==> src/rtl/multicycle_ctrl.sv <==
// Multi-cycle RV32I control sequencer: FETCH/DECODE/EXEC/MEM/WB/TRAP with memory handshakes.
// Optional memory-wait timeout enabled by defining MEMCTRL_TIMEOUT_EN.
module multicycle_ctrl #(
    parameter int TIMEOUT_CYCLES = 16,
    parameter int INSTRET_W      = 32
) (
    input  logic                 clk,
    input  logic                 rst,
    input  logic [6:0]           opcode,
    input  logic                 imem_ack,
    input  logic                 dmem_ack,
    input  logic                 branch_taken,
    output logic                 imem_req,
    output logic                 ir_load,
    output logic                 dmem_req,
    output logic                 dmem_we,
    output logic [1:0]           alu_src_a,
    output logic                 alu_src_b,
    output logic                 wrt_en,
    output logic [1:0]           wb_sel,
    output logic                 pc_en,
    output logic [1:0]           pc_sel,
    output logic [2:0]           state,
    output logic                 illegal,
    output logic [INSTRET_W-1:0] instret
);
    typedef enum logic [2:0] {
        S_FETCH  = 3'd0,
        S_DECODE = 3'd1,
        S_EXEC   = 3'd2,
        S_MEM    = 3'd3,
        S_WB     = 3'd4,
        S_TRAP   = 3'd5,
        S_RSV6   = 3'd6,
        S_RSV7   = 3'd7
    } state_t;

    typedef enum logic [3:0] {
        C_R, C_IALU, C_LOAD, C_STORE, C_BRANCH,
        C_JAL, C_JALR, C_LUI, C_AUIPC, C_FENCE
    } cls_t;

    state_t                 state_reg, state_next;
    cls_t                   cls_reg, dec_cls;
    logic                   dec_legal;
    logic                   illegal_reg;
    logic [INSTRET_W-1:0]   instret_reg;

    logic       imem_req_c, ir_load_c, dmem_req_c, dmem_we_c;
    logic [1:0] alu_src_a_c, wb_sel_c, pc_sel_c;
    logic       alu_src_b_c, wrt_en_c, pc_en_c;
    logic       timeout_hit;

    always_comb begin
        dec_legal = 1'b1;
        dec_cls   = C_R;
        case (opcode)
            7'b0110011: dec_cls = C_R;
            7'b0010011: dec_cls = C_IALU;
            7'b0000011: dec_cls = C_LOAD;
            7'b0100011: dec_cls = C_STORE;
            7'b1100011: dec_cls = C_BRANCH;
            7'b1101111: dec_cls = C_JAL;
            7'b1100111: dec_cls = C_JALR;
            7'b0110111: dec_cls = C_LUI;
            7'b0010111: dec_cls = C_AUIPC;
            7'b0001111: dec_cls = C_FENCE;
            default:    dec_legal = 1'b0;
        endcase
    end

`ifdef MEMCTRL_TIMEOUT_EN
    localparam int CNT_W = $clog2(TIMEOUT_CYCLES + 1);
    logic [CNT_W-1:0] wait_cnt_reg;

    // Counts consecutive un-acked request cycles; any other cycle clears it.
    always_ff @(posedge clk) begin
        if (rst) begin
            wait_cnt_reg <= '0;
        end else if ((state_reg == S_FETCH && !imem_ack) ||
                     (state_reg == S_MEM && !dmem_ack)) begin
            wait_cnt_reg <= wait_cnt_reg + CNT_W'(1);
        end else begin
            wait_cnt_reg <= '0;
        end
    end

    assign timeout_hit = (wait_cnt_reg == CNT_W'(TIMEOUT_CYCLES - 1));
`else
    localparam int unused_timeout_cycles = TIMEOUT_CYCLES;
    assign timeout_hit = 1'b0;
`endif

    always_comb begin
        state_next  = state_reg;
        imem_req_c  = 1'b0;
        ir_load_c   = 1'b0;
        dmem_req_c  = 1'b0;
        dmem_we_c   = 1'b0;
        alu_src_a_c = 2'd0;
        alu_src_b_c = 1'b0;
        wrt_en_c    = 1'b0;
        wb_sel_c    = 2'd0;
        pc_en_c     = 1'b0;
        pc_sel_c    = 2'd0;
        case (state_reg)
            S_FETCH: begin
                imem_req_c = 1'b1;
                if (imem_ack) begin
                    ir_load_c  = 1'b1;
                    state_next = S_DECODE;
                end else if (timeout_hit) begin
                    state_next = S_TRAP;
                end
            end
            S_DECODE: state_next = dec_legal ? S_EXEC : S_TRAP;
            S_EXEC: begin
                state_next = S_WB;
                case (cls_reg)
                    C_IALU:  alu_src_b_c = 1'b1;
                    C_LOAD, C_STORE: begin
                        alu_src_b_c = 1'b1;
                        state_next  = S_MEM;
                    end
                    C_LUI: begin
                        alu_src_a_c = 2'd2;
                        alu_src_b_c = 1'b1;
                    end
                    C_AUIPC: begin
                        alu_src_a_c = 2'd1;
                        alu_src_b_c = 1'b1;
                    end
                    C_BRANCH: begin
                        pc_en_c    = 1'b1;
                        pc_sel_c   = branch_taken ? 2'd1 : 2'd0;
                        state_next = S_FETCH;
                    end
                    C_FENCE: begin
                        pc_en_c    = 1'b1;
                        state_next = S_FETCH;
                    end
                    default: ;
                endcase
            end
            S_MEM: begin
                dmem_req_c = 1'b1;
                dmem_we_c  = (cls_reg == C_STORE);
                if (dmem_ack) begin
                    if (cls_reg == C_STORE) begin
                        pc_en_c    = 1'b1;
                        state_next = S_FETCH;
                    end else begin
                        state_next = S_WB;
                    end
                end else if (timeout_hit) begin
                    state_next = S_TRAP;
                end
            end
            S_WB: begin
                wrt_en_c   = 1'b1;
                pc_en_c    = 1'b1;
                wb_sel_c   = (cls_reg == C_LOAD) ? 2'd1 :
                             (cls_reg == C_JAL || cls_reg == C_JALR) ? 2'd2 : 2'd0;
                pc_sel_c   = (cls_reg == C_JAL) ? 2'd2 :
                             (cls_reg == C_JALR) ? 2'd3 : 2'd0;
                state_next = S_FETCH;
            end
            S_TRAP:  state_next = S_TRAP;
            default: state_next = S_FETCH;
        endcase
    end

    always_ff @(posedge clk) begin
        if (rst) begin
            state_reg   <= S_FETCH;
            cls_reg     <= C_R;
            illegal_reg <= 1'b0;
            instret_reg <= '0;
        end else begin
            state_reg <= state_next;
            if (state_reg == S_DECODE)
                cls_reg <= dec_cls;
            if (state_next == S_TRAP)
                illegal_reg <= 1'b1;
            if (pc_en_c)
                instret_reg <= instret_reg + INSTRET_W'(1);
        end
    end

    // While reset is held every strobe and select reads as zero.
    assign imem_req  = imem_req_c & ~rst;
    assign ir_load   = ir_load_c & ~rst;
    assign dmem_req  = dmem_req_c & ~rst;
    assign dmem_we   = dmem_we_c & ~rst;
    assign alu_src_a = rst ? 2'd0 : alu_src_a_c;
    assign alu_src_b = alu_src_b_c & ~rst;
    assign wrt_en    = wrt_en_c & ~rst;
    assign wb_sel    = rst ? 2'd0 : wb_sel_c;
    assign pc_en     = pc_en_c & ~rst;
    assign pc_sel    = rst ? 2'd0 : pc_sel_c;
    assign state     = state_reg;
    assign illegal   = illegal_reg;
    assign instret   = instret_reg;
endmodule

==> config.mk <==
export PLATFORM = sky130hd
export DESIGN_NAME = multicycle_ctrl
export DESIGN_NICKNAME = d
export VERILOG_FILES = /design/src/rtl/multicycle_ctrl.sv
export SDC_FILE = /design/constraint.sdc
export NUM_CORES = 1
export LEC_CHECK = 0
export ABC_AREA = 1
export ABC_CLOCK_PERIOD_IN_PS = 2900
export CORE_MARGIN = 2
export CORE_UTILIZATION = 46
export CTS_CLUSTER_SIZE = 16
export DETAILED_ROUTE_END_ITERATION = 16
export PLACE_DENSITY_LB_ADDON = 0.15
export SYNTH_ARGS = -nofsm -noshare
export SYNTH_HDL_FRONTEND = slang
export SYNTH_SLANG_ARGS = --single-unit
==> constraint.sdc <==
create_clock -name clk -period 2.9 [get_ports clk]
set_clock_uncertainty 0.2 [all_clocks]
set_input_delay 0.435 -clock clk [delete_from_list [all_inputs] [get_ports clk]]
set_output_delay 0.435 -clock clk [all_outputs]
set_load 0.01 [all_outputs]
==> key figures <==
Status
  – Outcome: finished, final reports clean

GRT
  – Met2 GRT Util: 37.9%
  – Top Usage Layer GRT: met2
  – Vias in the first global route: 2657
  – Initial antenna violation count: 0
  – Met1 usage: 32.4%
  – Gr usage total: 23.6%
  – Met3 usage: 3.56%
  – Largest net degree at the start of global routing: 41
  – First-pass GRT wire length: 11800 µm
  – GRT overflow: 0

Layout
  – Post-layout net count: 507
  – P&R area growth vs syn: 29.0%
  – Final core occ: 60.8%
  – Multi-input gate area: 1530 µm²
  – Share of layout cells above drive strength 1: 4.44%
  – # diodes: 0
  – Max reg flops: 32
  – FF/Latch Area: 801 µm²
  – Commonest cells after routing, fill and taps aside: nand2_1, nor2_1, clkdlybuf4s50_1, dfxtp_1, inv_1
  – Fillers: 535
  – Commonest non-fill, non-tap cell in the layout: nand2_1

Placement
  – Port bufs: 60
  – Final RePlAce weighted congestion: 0.903
  – Hpwl dp: 5220 µm
  – Place WS: 237 ps

Route
  – Drt total wl: 6850 µm
  – Total number of vias: 2885
  – Initial DRC count: 200
  – First-pass DRT Iterations: 4
  – Detail Route Antenna Nets: 0
  – Post-route DRC: 0
  – Drt wl/cell: 12.1 µm
  – Via/cell ratio: 5.09

Clocking
  – Clock Latency Late Sink: 290 ps
  – Hold buffer count at cts: 0
  – Root Buffer: clkbuf_8
  – Post-cts gate resize count: 0
  – Clock transition at the registers of the reported paths: 80 ps
  – Clock buffer depth: 2
  – H-tree depth: 2
  – Clock sink count: 40
  – CTS Buf Count: 5
  – CTS tree: yes
  – Post-CTS setup buffer count: 0

Logic synthesis
  – Distinct cells, synth: 30
  – Cell Area, Synth: 2560 µm²
  – Largest area contributor in the netlist: dfxtp_1
  – Syn_area_per_cell: 5.92 µm²
  – Top cell type's share of synthesized area: 31.2%
  – Post-synthesis register bit count: 40
  – Syn Nets: 446
  – Sequential share of the synthesized area: 31.2%
  – Synth area leaders: dfxtp_1, nand2_1, nor2_1, a21oi_1, nand3_1
  – Syn. warnings: 0
  – Syn Inst Count: 433

Timing
  – Fin. max-slew vios: 0
  – Final worst path period need: 2680 ps
  – Final setup vio count: 0
  – RSZ-0062 raised after global routing: no
  – Final hold violation count: 0
  – Relative slew margins: 73.3%
  – Final setup margin: 223 ps
  – F_max: 374 MHz
  – Post-Route Setup TNS: 0 ps
  – Post-route clock period utilization: 92.3%
  – Worst-margin pin slew: 400 ps

Setup path
  – Critical Path Start Type: flop
  – Critical-path top delay cell: clkdlybuf4s50_1
  – Kind of cell adding the most delay to the critical path: simple AND/OR/NAND/NOR gates
  – Crit path buf inv count: 2
  – CP cell instances: inv_2, nor3_1, nand2_1, nor4_1, clkdlybuf4s50_1
  – CP Class: reg -> out
  – Crit end category: output port
  – Worst-path fanout max: 7
  – Crit path DAT: 2040 ps
  – Critical Path RT: 2270 ps
  – Max incr delay on CP: 580 ps

Pwr
  – Max IR drop VDD: 225 µV
  – P_leak: 1.20 nW
  – Power Density: 340 nW/µm²
  – Pwr Total: 1.12 mW

Hold path
  – Hold WC Path Type: reg -> reg

Die
  – Initial Utilization: 47.2%
  – Width of the die: 78.7 µm
  – IO Pins: 61
  – Core area: 5440 µm²
  – Row cnt: 27
  – Die Area: 6190 µm²
  – Die H: 78.7 µm

Flow run
  – Max cap viols: 0
[stage by stage]
stage                     cells  area, µm²  hold slack [ps]
after floorplan             433       2560              283
after global placement      559       3220              277
after detailed placement    559       3220              272
after CTS                   567       3310              297
after global routing        567       3310              334
final                       567       3310              286
[final cells by class]
type,count,share of cell area (%)
Inverter,41,4.65
Multi-Input combinational cell,341,46.4
Sequential cell,40,24.2
Tap cell,72,2.72
Timing Repair Buffer,65,19.3
Clock buffer,6,2.50
Clock inverter,2,0.302
[power breakdown]
group | internal (mW) | switching (mW) | leakage [nW]
Sequential | 0.560 | 0.0129 | 0.323
Clock | 0.190 | 0.199 | 0.0510
Combinational | 0.0632 | 0.0984 | 0.828
Total | 0.813 | 0.311 | 1.20
[synth_stat cells (all sizes together)]
cell type	instances
xnor2	2
o211ai	1
nand3b	6
nand3	29
o21a	1
o21ai	13
o22ai	1
xor2	5
nor3	13
clkbuf	5
dfxtp	40
buf	6
nand2	137
inv	41
a31oi	1
and3	2
nor4	4
ha	1
nand4	6
a21oi	34
nor2	83
nor3b	2
[cells by family (layout without fill, tap and decap cells)]
logic type,Yosys count,after routing,share of synthesized area (%)
flip-flops,40,40,31.2
AND/OR/NAND/NOR,282,282,46.5
AO/OA/AOI/OAI,51,51,10.4
buffers and inverters,52,114,8.98
XOR/XNOR,7,7,2.39
adder cells (fa/ha/maj),1,1,0.488
[worst paths after layout]
check / from / to / slack, ps / cells past startpoint
worst max-delay path: state[2] / wb_sel[1] / 220 / 5
worst min-delay path: illegal / illegal / 290 / 2
worst max register to register: instret[1] / instret[24] / 800 / 8
worst min register to register: illegal / illegal / 290 / 2
[layer usage]
layer  part of all wire [%]  vias to the layer above
li1                       -                     1516
met1                     49                     1286
met2                     44                       74
met3                    5.3                        9
met4                    1.1                        0
met5                      0                        -
[worst register-to-register path: cells and delay by family, from the launching register on]
family	cells	cell delay (ps)
adder cells (fa/ha/maj)	1	220
flip-flops	1	400
AO/OA/AOI/OAI	1	190
AND/OR/NAND/NOR	6	1000
Note: power is estimated with default switching activity, not from simulation.
